`src/rtl/dlx_imem_ctrl.sv`:
```
// dlx_imem_ctrl: instruction-memory controller for the DLX core.
// It first takes a program over a streaming load port and writes it into
// its RAM. It then serves instruction fetches from the core. The core is
// held in reset until a program has been loaded. A fetch past the end of
// the program returns NOP_WORD.
//
// Optional feature (compile-time macro IMEM_PARITY_EN):
//   When defined, each RAM word carries an even-parity bit in bit 32.
//   Every fetch hit is checked against that bit. On a mismatch the fetch
//   returns NOP_WORD and the sticky ParErr flag is set.
//   When not defined, the RAM is 32 bits wide and ParErr is tied to 0.
//
// Load handshake: a word moves from the source into the RAM on a rising
// edge of PHI1 where LdValid and LdReady are both 1. The source holds
// LdData/LdLast stable while LdValid=1 and LdReady=0. LdReady does not
// depend on LdValid. A word offered in the same cycle as LdStart is dropped.
module dlx_imem_ctrl #(
    parameter int          MEMSIZE  = 26,
    parameter int          AW       = 5,
    parameter logic [31:0] NOP_WORD = 32'h0000_0000
) (
    input  logic          PHI1,
    input  logic          MRST,
    input  logic          LdStart,
    input  logic          LdValid,
    input  logic [31:0]   LdData,
    input  logic          LdLast,
    output logic          LdReady,
    input  logic          IRead,
    input  logic [31:0]   IAddr,
    output logic [31:0]   IIn,
    output logic          IValid,
    output logic          CpuRst,
    output logic [AW:0]   ProgLen,
    output logic          AddrErr,
    output logic          ParErr,
    output logic [1:0]    o_dbg_state
);

    typedef enum logic [1:0] {
        S_IDLE = 2'd0,
        S_LOAD = 2'd1,
        S_RUN  = 2'd2
    } state_t;

`ifdef IMEM_PARITY_EN
    localparam int RW = 33;
`else
    localparam int RW = 32;
`endif

    localparam logic [AW:0] MEMSIZE_W = (AW + 1)'(MEMSIZE);
    localparam logic [AW:0] ONE_W     = (AW + 1)'(1);

    state_t          r_state;
    state_t          w_next;
    logic [RW-1:0]   r_mem [0:MEMSIZE-1];
    // The load write pointer and the program length always hold the same
    // value, so one register serves as both.
    logic [AW:0]     r_prog_len;
    logic [31:0]     r_iin;
    logic            r_ivalid;
    logic            r_cpu_rst;
    logic            r_addr_err;
    logic            r_par_err;

    logic            w_ld_ready;
    logic            w_accept;
    logic            w_fetch;
    logic [AW-1:0]   w_idx;
    logic            w_aligned;
    logic            w_in_range;
    logic [RW-1:0]   w_rd_word;
    logic            w_par_bad;
    logic            w_hit;

    // Load-side handshake and fetch qualification
    always_comb begin
        w_ld_ready = (r_state == S_LOAD) && (r_prog_len < MEMSIZE_W);
        w_accept   = w_ld_ready && LdValid && !LdStart;
        w_fetch    = (r_state == S_RUN) && !r_cpu_rst && IRead && !LdStart;
        w_idx      = IAddr[AW+1:2];
        w_aligned  = (IAddr[1:0] == 2'b00);
        w_in_range = (IAddr[31:AW+2] == '0) && ({1'b0, w_idx} < r_prog_len);
        w_rd_word  = r_mem[w_idx];
`ifdef IMEM_PARITY_EN
        w_par_bad  = ^w_rd_word;
`else
        w_par_bad  = 1'b0;
`endif
        w_hit      = w_aligned && w_in_range && !w_par_bad;
    end

    // State register
    always_ff @(posedge PHI1) begin
        if (MRST) begin
            r_state <= S_IDLE;
        end else begin
            r_state <= w_next;
        end
    end

    // Next-state logic; LdStart restarts a load from any state
    always_comb begin
        w_next = r_state;
        if (LdStart) begin
            w_next = S_LOAD;
        end else begin
            case (r_state)
                S_IDLE: w_next = S_IDLE;
                S_LOAD: begin
                    if (w_accept && (LdLast || ((r_prog_len + ONE_W) == MEMSIZE_W))) begin
                        w_next = S_RUN;
                    end
                end
                S_RUN:   w_next = S_RUN;
                default: w_next = S_IDLE;
            endcase
        end
    end

    // Program RAM write port; contents survive reset
    always_ff @(posedge PHI1) begin
        if (!MRST && w_accept) begin
`ifdef IMEM_PARITY_EN
            r_mem[r_prog_len[AW-1:0]] <= {^LdData, LdData};
`else
            r_mem[r_prog_len[AW-1:0]] <= LdData;
`endif
        end
    end

    // Datapath: length counter, fetch response, core reset and sticky errors
    always_ff @(posedge PHI1) begin
        if (MRST) begin
            r_prog_len <= '0;
            r_iin      <= NOP_WORD;
            r_ivalid   <= 1'b0;
            r_cpu_rst  <= 1'b1;
            r_addr_err <= 1'b0;
            r_par_err  <= 1'b0;
        end else begin
            r_ivalid <= w_fetch;
            // Released only after one full cycle spent in RUN.
            r_cpu_rst <= !((r_state == S_RUN) && (w_next == S_RUN));
            if (LdStart) begin
                r_prog_len <= '0;
                r_addr_err <= 1'b0;
                r_par_err  <= 1'b0;
            end else if (w_accept) begin
                r_prog_len <= r_prog_len + ONE_W;
            end
            if (w_fetch) begin
                r_iin <= w_hit ? w_rd_word[31:0] : NOP_WORD;
                if (!w_aligned) begin
                    r_addr_err <= 1'b1;
                end
                if (w_aligned && w_in_range && w_par_bad) begin
                    r_par_err <= 1'b1;
                end
            end
        end
    end

    assign LdReady     = w_ld_ready;
    assign IIn         = r_iin;
    assign IValid      = r_ivalid;
    assign CpuRst      = r_cpu_rst;
    assign ProgLen     = r_prog_len;
    assign AddrErr     = r_addr_err;
    assign ParErr      = r_par_err;
    assign o_dbg_state = r_state;

endmodule

```
`config.mk`:
```
export PLATFORM = sky130hd
export DESIGN_NAME = dlx_imem_ctrl
export DESIGN_NICKNAME = d
export VERILOG_FILES = /design/src/rtl/dlx_imem_ctrl.sv
export SDC_FILE = /design/constraint.sdc
export NUM_CORES = 1
export LEC_CHECK = 0
export CAP_MARGIN = 0
export CORE_MARGIN = 2
export CORE_UTILIZATION = 30
export DETAILED_ROUTE_END_ITERATION = 6
export GPL_ROUTABILITY_DRIVEN = 0
export GPL_TIMING_DRIVEN = 0
export HOLD_SLACK_MARGIN = 0.1
export PLACE_DENSITY = 0.47
export REMOVE_ABC_BUFFERS = 1
export SLEW_MARGIN = 10
export SYNTH_ARGS = -nofsm -noshare
export SYNTH_HDL_FRONTEND = slang
export SYNTH_SLANG_ARGS = --single-unit
```
`constraint.sdc`:
```
create_clock -name PHI1 -period 8.5 [get_ports PHI1]
set_input_delay 1.7 -clock PHI1 [delete_from_list [all_inputs] [get_ports PHI1]]
set_output_delay 1.7 -clock PHI1 [all_outputs]
set_load 0.02 [all_outputs]
```
---- Yosys cells after proc, flatten, opt, wreduce, memory -nomap -nowiden ----
Memory sizes are Yosys's and may differ from the RTL's.
Index checks and enable logic that the tools add are counted.
storage, ports and cells
  bits in registers ....................... 43
  memories kept ........................... 1
  memory bits (writable) .................. 832
  input port bits ......................... 70
  logic and storage cells ................. 42
  output and inout bits ................... 45
memory list
  name   depth  width  rd ports  clocked after memory_dff  wr ports  line  source
  r_mem  26     32     1         0                         1         57    logic [RW-1:0] r_mem [0:MEMSIZE-1];
operators by class
  mux-type cells .......................... 9
  reduce and logical (&&, ||, !) cells .... 19
  $lt $le $gt $ge ......................... 2
  eq/ne operators ......................... 4
  add/subtract/negate cells ............... 1
operators with widths
  kind                   count
  $mux W32               1
  $logic_not A25 Y1      1
  $logic_and A1 B1 Y1    11
  $add A6 B1 Y6 const B  1
  $eq A6 B5 Y1 const B   1
  $lt A5 B6 Y1           1
  $lt A6 B5 Y1 const B   1
  $mux W1                5
  $eq A2 B2 Y1 const B   2
  $logic_not A1 Y1       4
  $mux W2                2
  $pmux W2 S2            1
  $eq A2 B1 Y1 const B   1
  $logic_not A2 Y1       1
  $reduce_or A2 Y1       1
  $logic_or A1 B1 Y1     1

---- Longest topological paths before layout ----
  depth after elaboration ................. 11
  mapped depth ............................ 10
  depth with buffers taken out ............ 8

---- Worst setup path after synthesis ----
Ideal clock, no wire load.
  path type ............................... input-to-reg
  start point ............................. input port LdStart
  end point ............................... memory r_mem[20][0], enable pin
  buffers on the path ..................... 1
  slack ................................... 4.261 ns
  stages .................................. 5
  data arrival time ....................... 3.817 ns
  data required time ...................... 8.079 ns
  library setup time ...................... 0.421 ns
  path through ............................ or2_1 > buf_2 > nor2_1 > nand2_1 > nor2_1
on the way
  word-level cells in the longest chain between the ends .. 5
ends and longest elaborated chain
  what                           line  source
  start: declaration             24    input logic LdStart,
  $logic_not A1 Y1               80    w_accept = w_ld_ready && LdValid && !LdStart;
  $logic_and A1 B1 Y1            80
  $logic_and A1 B1 Y1            124   if (!MRST && w_accept) begin
  $mux W1                        124
  $mux W1 (implied by the code)  128   r_mem[r_prog_len[AW-1:0]] <= LdData;
  end: declaration               57
Every way passes these cells.

---- Final worst setup path ----
  start point ............................. input port IAddr[4]
  end point ............................... register r_iin[7], in the netlist IIn[7]
on the way
  word-level cells in the longest chain between the ends .. 4
  elaborated cells on any way between the ends .. 5
  classes of those cells .................. 1 x order compare; 1 x mux; 2 x reduce/logical; 1 x memory
ends and longest elaborated chain
  what                    line  source
  start: declaration      30    input logic [31:0] IAddr,
  $lt A5 B6 Y1            84    w_in_range = (IAddr[31:AW+2] == '0) && ({1'b0, w_idx} < r_prog_len);
  $logic_and A1 B1 Y1     84
  $logic_and A1 B1 Y1     n/a
  $mux W32 (*)            154   r_iin <= w_hit ? w_rd_word[31:0] : NOP_WORD;
  end signal: assignment  154
  end: declaration        61    logic [31:0] r_iin;
Mark *: on every way between the ends. The rest lies on a longest branch, timed or not.
A chain may end at the register's enable or synchronous reset.

==> impl_metrics.toml <==
[critical_path]
crit_arrival_ns = 4.72
crit_chain = "buf_6, buf_16, ha_1, o21ai_0, o21ai_0, a2111oi_2, nor2b_4, buf_16, a22oi_1, o21ai_1"
crit_fanout = 39
endpoint_kind = "flop"
startpoint_type = "primary input"
crit_path_top_delay_cell = "nor2b_4"
critPathMaxStageDelay_ns = 0.64
reg2reg_depth = 8
crit_required_ns = 9.05
worstSetupPathType = "in -> reg"

[timing]
rsz0062_at_grt = "false"
fin_skew_ns = 0.0219
worst_slew_pin_slew_ns = 0.876
hold_violations = 0
relSlewSlack_pct = 41.4
timing.final.crit_period_ns = 4.17
worst_slack_ns = 4.33
slew_violations = 0
fmax_ghz = 0.240
setup_viol = 0
fin_crit_sh_pct = 49.1

[finish]
most-common-layout-cells = "832 x edfxtp_1, 224 x mux4_2, 109 x clkdlybuf4s50_1, 92 x clkbuf_16, 49 x nand2_1"
drive_above_1_share_pct = 27.4
fillers = 10000
n_antenna_cell = 0
syn2layout_area_growth_pct = 21.4
nNetsFinal = 1753
final_area_um2 = 40400
final_common_cell = "edfxtp_1"

[routing]
wl_per_cell_um = 25.5
ant_nets = 0
vias = 15700
routed_wirelength_um = 82400
viasPerCell = 4.86
first_iter_violations = 1469
firstDrtPassIters = 7
drc = 0

[pwr]
swShare_pct = 20.2
power_mw = 9.02
p_int_mw = 7.20
p_leak_nw = 12.4
seq_power_share_pct = 52.3
p_clk_share_pct = 43.8
peakVddDrop_uv = 130
p_per_area_nw_per_um2 = 223
combPwrFrac_pct = 3.8
power_switching_mw = 1.82

[clocking]
cts_resized = 0
cts_buffers = 92
clkTransAtPathRegs_ns = 0.06
post-cts-setup-buffers = 0
cts_sinks = 875
tritoncts = "yes"
worst_skew_pair.late_latency_ns = 0.64
cts_root_buf = "clkbuf_16"
ctsHoldBuffers = 0
clock_path_buffers = 3
htree_levels = 3

[synth]
synth-seq-area-share_pct = 77.6
ys_ff_latch = 875
synth_area_leaders = "edfxtp_1 75%, mux4_2 15%, dfxtp_1 2.6%"
yosysTopAreaCell = "edfxtp_1"
synth-main-ff-cell = "edfxtp_1"
async_reset_ff_share_pct = 0
synth_cells = 1486
yosys_warnings = 0
avgSynthCellArea_um2 = 22.4
synth.distinct_cells = 42
syn-cell-area_um2 = 33300
synth_edf_count = 832
synth.top_cell.area_share_pct = 75.0

[floorplan]
num_rows = 122
fp.dieW_um = 337
initial_utilization_pct = 30.2
dieArea_um2 = 114000
io_pins = 115
coreArea_um2 = 110000
dieHeight_um = 337

[worst_hold_path]
hold_path.class = "reg -> reg"
min_path_cells = 2

[job]
maxCapViolCount = 0

[global_routing]
grt_use_total_pct = 14.6
grt_start_max_net_pins = 77
grt_pass1_wl_um = 118000
grt_remaining_overflow = 0
grt_pass1_vias = 16600
antenna_found_initial = 3

[placed_design]
hpwl_um = 49900
placed_cell_area_um2 = 37500
io_buffers = 113
dp_slack_ns = 3.67

[run_status]
status = "complete, no violations"
[sequential cells by signal (all words and copies together), names as in the netlist]
name         count
AddrErr          1
IValid           1
ProgLen          6
o_dbg_state      2
IIn             32
r_mem          832
CpuRst           1
[routing by layer]
metal / vias to the layer above / track usage, % / part of all wire, %
met5: - / 0 / 0.019
met4: 2 / 3.86 / 2.2
met3: 123 / 2.35 / 4.9
met2: 423 / 22.7 / 46
met1: 8513 / 21.3 / 46
li1: 6658 / - / -
[worst paths after layout]
check            startpoint  slack (ns)          end
max                IAddr[4]        4.33       IIn[7]
min reg2reg         AddrErr        0.49      AddrErr
max reg2reg  o_dbg_state[0]        5.37  r_mem[1][6]
min                 AddrErr        0.49      AddrErr
[cell type report]
cell class / count / area (um^2) / area share (%)
Clock buffer: 125 / 2550 / 6.30
Clock inverter: 45 / 427 / 1.06
Inverter: 11 / 41.3 / 0.102
Multi-Input combinational cell: 524 / 7260 / 17.9
Sequential cell: 875 / 25800 / 63.9
Tap cell: 1488 / 1860 / 4.60
Timing Repair Buffer: 168 / 2450 / 6.07
[kinds of logic (layout without fill, tap and decap cells)]
| family | Yosys count | after routing | share of synthesized area, % |
|---|---|---|---|
| XOR/XNOR | 3 | 3 | 0.0789 |
| multiplexers | 289 | 289 | 17.2 |
| other | 1 | 1 | 0.0113 |
| adder cells (fa/ha/maj) | 11 | 11 | 0.413 |
| AO/OA/AOI/OAI | 111 | 111 | 2.02 |
| flip-flops | 875 | 875 | 77.6 |
| buffers and inverters | 87 | 349 | 1.30 |
| AND/OR/NAND/NOR | 109 | 109 | 1.38 |
[synthesized netlist by cell type, types with 10 or more instances]
master,number
mux2i_1,33
buf_2,19
o21ai_1,32
nand2_1,50
mux4_2,224
clkbuf_1,39
ha_1,11
o21ai_0,34
edfxtp_1,832
a22oi_1,32
mux2_2,32
dfxtp_1,43
nor2_1,38
inv_1,10
[power by group through the flow]
stage / combinational, mW / sequential, mW / clock [mW]
after floorplan: 0.148 / 4.81 / 0
after global placement: 0.511 / 4.81 / 0
after detailed placement: 0.354 / 4.81 / 0
after CTS: 0.354 / 4.72 / 4.06
after global routing: 0.377 / 4.72 / 4.22
final: 0.345 / 4.72 / 3.95
[through the flow]
step	setup TNS, ns	instances	hold slack, ns	utilization [%]
floorplan	0	1410	0.549	-
global placement	-372.31	3011	0.489	32.5
detailed placement	0	3066	0.481	33.9
CTS	0	3236	0.495	36.6
global route	0	3236	0.531	36.6
finish	0	3236	0.493	36.6
[worst max-delay path: cells and delay by family]
kind                     cells  cell delay, ns
AO/OA/AOI/OAI                5            1.00
buffers and inverters        3            0.95
adder cells (fa/ha/maj)      1            0.30
AND/OR/NAND/NOR              1            0.64
(Power assumes the default switching activity.)
